## config.mk

```make
export PLATFORM = sky130hd
export DESIGN_NAME = draw_background_dyn_flat
export DESIGN_NICKNAME = d
export VERILOG_FILES = /design/src/rtl/draw_background_dyn_if.sv /design/src/rtl/draw_background_dyn.sv /design/src/flat_wrapper.sv
export SDC_FILE = /design/constraint.sdc
export NUM_CORES = 1
export LEC_CHECK = 0
export BUFFER_PORTS_ARGS = -buffer_cell sky130_fd_sc_hd__buf_2
export CAP_MARGIN = 20
export CORE_AREA = 2 2 82 142
export DETAILED_ROUTE_END_ITERATION = 10
export DIE_AREA = 0 0 84 144
export PLACE_DENSITY = 0.65
export SLEW_MARGIN = 15
export SYNTH_ARGS = -nofsm -noshare
export SYNTH_HDL_FRONTEND = slang
export SYNTH_SLANG_ARGS = --single-unit
```

## constraint.sdc

```tcl
create_clock -name clk60MHz -period 4.21 [get_ports clk60MHz]
set_input_delay 0.842 -clock clk60MHz [delete_from_list [all_inputs] [get_ports clk60MHz]]
set_output_delay 0.842 -clock clk60MHz [all_outputs]
set_load 0.02 [all_outputs]
```

## src/rtl/draw_background_dyn_if.sv

```systemverilog
// VGA timing/pixel bundle shared between pipeline stages.
// Upstream drives through modport "in"; this stage drives through modport "out".
interface vga_if;
    logic [10:0] vcount;
    logic [10:0] hcount;
    logic        vsync;
    logic        hsync;
    logic        vblnk;
    logic        hblnk;
    logic [11:0] rgb;

    modport in  (input  vcount, hcount, vsync, hsync, vblnk, hblnk, rgb);
    modport out (output vcount, hcount, vsync, hsync, vblnk, hblnk, rgb);
endinterface

```

## src/rtl/draw_background_dyn.sv

```systemverilog
// Background painter with a slow day/night colour cycle.
// Sky, grass and a fence are drawn from the incoming VGA coordinates.
// Sky and grass colours fade one 4-bit step per channel per colour step.
// Optional macro BG_STARS_EN adds a fixed star pattern to the night sky.
//
// state | meaning
// DAY   | day colours held for HOLD_STEPS colour steps
// DUSK  | fading toward SKY_NIGHT / GRASS_NIGHT
// NIGHT | night colours held for HOLD_STEPS colour steps
// DAWN  | fading toward SKY_DAY / GRASS_DAY
module draw_background_dyn #(
    parameter int          FENCE_X0        = 497,
    parameter int          FENCE_X1        = 527,
    parameter int          FENCE_Y0        = 384,
    parameter int          FENCE_Y1        = 743,
    parameter int          HORIZON_Y       = 668,
    parameter logic [11:0] SKY_DAY         = 12'hadf,
    parameter logic [11:0] SKY_NIGHT       = 12'h113,
    parameter logic [11:0] GRASS_DAY       = 12'h5c5,
    parameter logic [11:0] GRASS_NIGHT     = 12'h142,
    parameter logic [11:0] FENCE_RGB       = 12'h977,
    parameter int          FRAMES_PER_STEP = 4,
    parameter int          HOLD_STEPS      = 64
) (
    input  logic clk60MHz,
    input  logic rst_n,
    input  logic cycle_en,
    vga_if.in    in,
    vga_if.out   out,
    output logic night
);

    localparam logic [10:0] FX0       = 11'(FENCE_X0);
    localparam logic [10:0] FX1       = 11'(FENCE_X1);
    localparam logic [10:0] FY0       = 11'(FENCE_Y0);
    localparam logic [10:0] FY1       = 11'(FENCE_Y1);
    localparam logic [10:0] HOR_Y     = 11'(HORIZON_Y);
    localparam logic [7:0]  FPS_LAST  = 8'(FRAMES_PER_STEP - 1);
    localparam logic [7:0]  HOLD_LAST = 8'(HOLD_STEPS - 1);

    typedef enum logic [1:0] {DAY, DUSK, NIGHT, DAWN} state_t;

    state_t      state_q, state_d;
    logic [7:0]  frame_cnt;
    logic [7:0]  hold_q, hold_d;
    logic [11:0] sky_q, sky_d;
    logic [11:0] grass_q, grass_d;
    logic        vblnk_q;
    logic        frame_tick;
    logic        step_tick;
    logic [11:0] pix_rgb;

    // Move each 4-bit channel of cur one unit toward tgt.
    function automatic logic [11:0] step_toward(input logic [11:0] cur, input logic [11:0] tgt);
        logic [11:0] res;
        res = cur;
        for (int i = 0; i < 3; i++) begin
            if (cur[i*4 +: 4] < tgt[i*4 +: 4])
                res[i*4 +: 4] = cur[i*4 +: 4] + 4'd1;
            else if (cur[i*4 +: 4] > tgt[i*4 +: 4])
                res[i*4 +: 4] = cur[i*4 +: 4] - 4'd1;
        end
        return res;
    endfunction

    assign frame_tick = in.vblnk & ~vblnk_q;
    assign step_tick  = frame_tick & cycle_en & (frame_cnt == FPS_LAST);
    assign night      = (state_q == NIGHT);

    // Frame counter and vblnk edge history.
    always_ff @(posedge clk60MHz) begin
        if (!rst_n) begin
            vblnk_q   <= 1'b0;
            frame_cnt <= 8'd0;
        end else begin
            vblnk_q <= in.vblnk;
            if (frame_tick && cycle_en)
                frame_cnt <= (frame_cnt == FPS_LAST) ? 8'd0 : frame_cnt + 8'd1;
        end
    end

    // Day/night state, hold counter and current colours.
    always_ff @(posedge clk60MHz) begin
        if (!rst_n) begin
            state_q <= DAY;
            hold_q  <= 8'd0;
            sky_q   <= SKY_DAY;
            grass_q <= GRASS_DAY;
        end else begin
            state_q <= state_d;
            hold_q  <= hold_d;
            sky_q   <= sky_d;
            grass_q <= grass_d;
        end
    end

    // Next-state logic; everything advances only on a step tick.
    always_comb begin
        state_d = state_q;
        hold_d  = hold_q;
        sky_d   = sky_q;
        grass_d = grass_q;
        if (step_tick) begin
            case (state_q)
                DAY, NIGHT: begin
                    if (hold_q == HOLD_LAST) begin
                        hold_d  = 8'd0;
                        state_d = (state_q == DAY) ? DUSK : DAWN;
                    end else begin
                        hold_d = hold_q + 8'd1;
                    end
                end
                DUSK: begin
                    sky_d   = step_toward(sky_q, SKY_NIGHT);
                    grass_d = step_toward(grass_q, GRASS_NIGHT);
                    if (sky_d == SKY_NIGHT && grass_d == GRASS_NIGHT)
                        state_d = NIGHT;
                end
                DAWN: begin
                    sky_d   = step_toward(sky_q, SKY_DAY);
                    grass_d = step_toward(grass_q, GRASS_DAY);
                    if (sky_d == SKY_DAY && grass_d == GRASS_DAY)
                        state_d = DAY;
                end
                default: state_d = DAY;
            endcase
        end
    end

    // Pixel colour for the incoming coordinates.
    always_comb begin
        pix_rgb = 12'h000;
        if (in.hblnk || in.vblnk)
            pix_rgb = 12'h000;
        else if (in.hcount >= FX0 && in.hcount <= FX1 && in.vcount >= FY0 && in.vcount <= FY1)
            pix_rgb = FENCE_RGB;
        else if (in.vcount <= HOR_Y) begin
`ifdef BG_STARS_EN
            if (state_q == NIGHT && ((in.hcount[3:0] ^ in.vcount[4:1]) == 4'hA)
                && (in.hcount[6] == in.vcount[5]))
                pix_rgb = 12'hfff;
            else
                pix_rgb = sky_q;
`else
            pix_rgb = sky_q;
`endif
        end else
            pix_rgb = grass_q;
    end

    // One-clock output register keeping timing and colour aligned.
    always_ff @(posedge clk60MHz) begin
        if (!rst_n) begin
            out.vcount <= 11'd0;
            out.hcount <= 11'd0;
            out.vsync  <= 1'b0;
            out.hsync  <= 1'b0;
            out.vblnk  <= 1'b0;
            out.hblnk  <= 1'b0;
            out.rgb    <= 12'h000;
        end else begin
            out.vcount <= in.vcount;
            out.hcount <= in.hcount;
            out.vsync  <= in.vsync;
            out.hsync  <= in.hsync;
            out.vblnk  <= in.vblnk;
            out.hblnk  <= in.hblnk;
            out.rgb    <= pix_rgb;
        end
    end

endmodule

```

## src/flat_wrapper.sv

```systemverilog
// flat-port wrapper written by rule: the top's interface ports become plain ports
module draw_background_dyn_flat 
#(
    parameter int          FENCE_X0        = 497,
    parameter int          FENCE_X1        = 527,
    parameter int          FENCE_Y0        = 384,
    parameter int          FENCE_Y1        = 743,
    parameter int          HORIZON_Y       = 668,
    parameter logic [11:0] SKY_DAY         = 12'hadf,
    parameter logic [11:0] SKY_NIGHT       = 12'h113,
    parameter logic [11:0] GRASS_DAY       = 12'h5c5,
    parameter logic [11:0] GRASS_NIGHT     = 12'h142,
    parameter logic [11:0] FENCE_RGB       = 12'h977,
    parameter int          FRAMES_PER_STEP = 4,
    parameter int          HOLD_STEPS      = 64
)
  (clk60MHz, rst_n, cycle_en, night, in_vcount, in_hcount, in_vsync, in_hsync, in_vblnk, in_hblnk, in_rgb, out_vcount, out_hcount, out_vsync, out_hsync, out_vblnk, out_hblnk, out_rgb);
  vga_if in_i ();
  vga_if out_i ();
  input  logic clk60MHz;
  input  logic rst_n;
  input  logic cycle_en;
  output logic night;
  input wire logic [$bits(in_i.vcount)-1:0] in_vcount;
  input wire logic [$bits(in_i.hcount)-1:0] in_hcount;
  input wire logic [$bits(in_i.vsync)-1:0] in_vsync;
  input wire logic [$bits(in_i.hsync)-1:0] in_hsync;
  input wire logic [$bits(in_i.vblnk)-1:0] in_vblnk;
  input wire logic [$bits(in_i.hblnk)-1:0] in_hblnk;
  input wire logic [$bits(in_i.rgb)-1:0] in_rgb;
  output wire logic [$bits(out_i.vcount)-1:0] out_vcount;
  output wire logic [$bits(out_i.hcount)-1:0] out_hcount;
  output wire logic [$bits(out_i.vsync)-1:0] out_vsync;
  output wire logic [$bits(out_i.hsync)-1:0] out_hsync;
  output wire logic [$bits(out_i.vblnk)-1:0] out_vblnk;
  output wire logic [$bits(out_i.hblnk)-1:0] out_hblnk;
  output wire logic [$bits(out_i.rgb)-1:0] out_rgb;
  assign in_i.vcount = in_vcount;
  assign in_i.hcount = in_hcount;
  assign in_i.vsync = in_vsync;
  assign in_i.hsync = in_hsync;
  assign in_i.vblnk = in_vblnk;
  assign in_i.hblnk = in_hblnk;
  assign in_i.rgb = in_rgb;
  assign out_vcount = out_i.vcount;
  assign out_hcount = out_i.hcount;
  assign out_vsync = out_i.vsync;
  assign out_hsync = out_i.hsync;
  assign out_vblnk = out_i.vblnk;
  assign out_hblnk = out_i.hblnk;
  assign out_rgb = out_i.rgb;
  draw_background_dyn #(.FENCE_X0(FENCE_X0), .FENCE_X1(FENCE_X1), .FENCE_Y0(FENCE_Y0), .FENCE_Y1(FENCE_Y1), .HORIZON_Y(HORIZON_Y), .SKY_DAY(SKY_DAY), .SKY_NIGHT(SKY_NIGHT), .GRASS_DAY(GRASS_DAY), .GRASS_NIGHT(GRASS_NIGHT), .FENCE_RGB(FENCE_RGB), .FRAMES_PER_STEP(FRAMES_PER_STEP), .HOLD_STEPS(HOLD_STEPS)) u_core (.clk60MHz(clk60MHz), .rst_n(rst_n), .cycle_en(cycle_en), .in(in_i), .out(out_i), .night(night));
endmodule
```

==> impl_results.md <==
- Top Ports: 80
- Primary FF master, synth: dfxtp_1
- Largest net degree at the start of global routing: 49
- CP Launch Type: flip-flop
- Hold Crit Class: flip-flop to flip-flop
- Root Driver: clkbuf_16
- Crit Reg-Reg Startpoint: u_core.sky_q[9]
- R2R Setup Slk: 1070 ps
- Nets: 702
- Area growth syn-to-layout: 12.7%
- CTS Buf Count: 9
- CP peak stage delay: 590 ps
- Worst Max-Slew Pin Slew: 926 ps
- Yosys top cell by area: dfxtp_1
- Tmin final: 3140 ps
- Main area contributors after synthesis: dfxtp_1, ha_1, nor2_1, mux2i_1, a21oi_1
- Avg Cell Area, Syn: 7.97 um2
- Max IR drop VDD: 0.000296 V
- Clk slew on worst S/H paths: 60 ps
- Core region area: 11000 um2
- Initial core utilization: 43.6%
- Post-synth top area share: 33.3%
- Mapped Area: 4810 um2
- # DRC: 0
- Total clock sinks: 80
- Initial DRC count: 225
- Port bufs: 67
- Max Fclk: 318 MHz
- N_diodes: 0
- FP Rows: 51
- Synth async-reset ratio: 0%
- Layout cells sized above 1: 14.3%
- Unrepaired setup endpoints after global routing: false
- CP most frequent cell: nand4_1
- Routed vias/inst: 5.89
- DR WL/cell: 16.4 um
- Cells after Synth: 604
- Worst Path Max Fanout: 14
- Buffer count from post-CTS setup fixing: 0
- Register share of total power: 47.7%
- Arr. time, crit path: 3380 ps
- Via count: 4559
- Worst-case reg-to-reg path depth: 9
- Max-Cap Viols: 0
- Vias in the first global route: 4448
- Sw frac: 24.7%
- Worst-Skew Late Latency: 350 ps
- Placed Cells: 758
- Finish-stage setup viols: 0
- Max Root-Sink Buffers: 2
- 1st-pass router iterations: 5
- Hold Buf Count CTS: 0
- CP Capture Type: flip-flop
- Remaining global-route overflow: 0
- Reg2reg end: u_core.state_q[0]
- Depth of the CTS H-tree: 3
- Post-synth EDFFs: 0
- Worst path top cell family by delay: compound AO/OA/AOI/OAI gates
- Hold_sp: u_core.state_q[1]
- Final Hold Viols: 0
- Tot GR Track Use: 21.7%
- Pre-CTS WS: 1140 ps
- Part of the power in the clock network: 46.1%
- Final Power: 1.63 mW
- YS warnings: 0
- Hold path cells: 2
- Count leader, synth: dfxtp_1
- WL final: 12700 um
- Most instantiated cells after synthesis: dfxtp_1, nor2_1, clkbuf_1, nand2_1, a21oi_1
- Final worst setup slack: 1070 ps
- Sequential area share after synthesis: 33.3%
- DP HPWL: 8970 um
- Syn Nets: 669
- Logic gate share of total power: 6.1%
- Slowest-stage cell, CP: dfxtp_1
- Lkg Pwr: 2.33 nW
- CTS tree: built
- Min-Delay Endpoint: u_core.state_q[1]
- Slew HR: 38.3%
- Cell chain of the critical path: inv_1 -> ha_1 -> and4b_1 -> a211o_1 -> a222oi_1 -> nand4_1 -> o41ai_2 -> nand4_1 -> a31o_1
- Initial antenna violation count: 0
- First-pass GRT wire length: 21100 um
- Final Non-Filler Cells: 774
- Fin. max-slew vios: 0
- Status: complete, no violations
- #FFs+latches synth: 80
- Post_cts resized: 0
- P_sw: 0.403 mW
- Tcrit/Tclk final: 74.7%
- Yosys cell types: 66
- Kind of critical path: flip-flop to flip-flop
- Die outline width: 84 um
- Gpl congestion: 0.856
- Internal power: 1.23 mW
- Die area: 12100 um2
- Setup tns final: 0 ps
- Clock skew: 5.48 ps
- Antenna-violating nets left: 0
- WP data required: 4450 ps
- Die H: 144 um
- Crit path buffers/inverters: 1
- PwrDens: 301 nW/um2
==> worst register-to-register path, cell delays in order (launching register included) <==
cell and delay, ps:
dfxtp_1 590, inv_1 200, ha_1 350, and4b_1 230, a211o_1 270, a222oi_1 460, nand4_1 170, o41ai_2 350
nand4_1 180, a31o_1 250
==> per-layer routing <==
| metal | wire (um) | vias to the layer above | track usage, % |
|---|---|---|---|
| met5 | 0 | - | 0 |
| met4 | 446 | 0 | 11.9 |
| met3 | 713 | 32 | 3.54 |
| met2 | 6720 | 162 | 40.1 |
| met1 | 4790 | 2142 | 23.3 |
| li1 | - | 2223 | - |
==> state kept, by name (all words and copies together), names as in the netlist, 2 cells and up <==
register / cells
u_core.frame_cnt: 8
u_core.grass_q: 12
u_core.hold_q: 8
u_core.out.hcount: 11
u_core.out.rgb: 12
u_core.out.vcount: 11
u_core.sky_q: 12
u_core.state_q: 2
==> placed cells by master (no fill, tap or decap), types with 10 or more instances in the layout <==
master    netlist  layout
nor2_1         64      64
dfxtp_1        80      80
nand3_1        12      12
nand2_1        39      39
ha_1           24      24
xor2_1         10      10
and2_1         25      25
mux2i_1        19      19
o21ai_0        35      35
buf_2           4      67
a21oi_1        37      37
inv_1          20      20
xnor2_1        10      10
nand2b_1       13      13
nor2b_1        14      14
a211oi_1       10      10
nand4_1        14      14
a31oi_1        12      12
==> kinds of logic (layout without fill, tap and decap cells) <==
group,Yosys count,after routing,share of synthesized area [%]
AOI/OAI and AO/OA,158,158,21.7
muxes,21,21,4.42
and+or+nand+nor,229,229,24.7
adders and majority gates,24,24,6.24
buffers and inverters,72,110,6.03
xor gates and xnor gates,20,20,3.64
DFF,80,80,33.3
==> worst max-delay path by stage <==
stage,cells past startpoint,slack [ps],end,start
CTS,9,1110,u_core.state_q[0],u_core.sky_q[9]
floorplan,10,1660,u_core.state_q[0],u_core.sky_q[8]
detailed placement,9,1140,u_core.state_q[0],u_core.sky_q[9]
global placement,9,1240,u_core.state_q[0],u_core.sky_q[9]
finish,9,1070,u_core.state_q[0],u_core.sky_q[9]
global route,9,880,u_core.state_q[0],u_core.sky_q[9]
==> layout make-up <==
type	instances	area [um2]
clock inverter	5	40.0
sequential	80	1600
inverter	23	86.3
multi-input combinational	452	2920
clock buffer	11	243
tap	132	165
fill	1080	5620
timing repair buffer	71	365
==> metrics by stage <==
stage                     hold WS, ps  util (%)  cell area (um2)
after floorplan                   458         -             4810
after CTS                         516      49.1             5420
final                             512      49.1             5420
after global placement            468      46.6             5140
after global routing              548      49.1             5420
after detailed placement          488      46.6             5140
==> power by group through the flow <==
stage                     registers [mW]  logic [mW]  clock network (mW)
final                              0.779       0.100               0.754
after global routing               0.781       0.109               0.797
after CTS                          0.780       0.102               0.769
after detailed placement           0.796       0.102                   0
after global placement             0.796      0.0997                   0
after floorplan                    0.818      0.0347                   0
(Power assumes the default switching activity.)
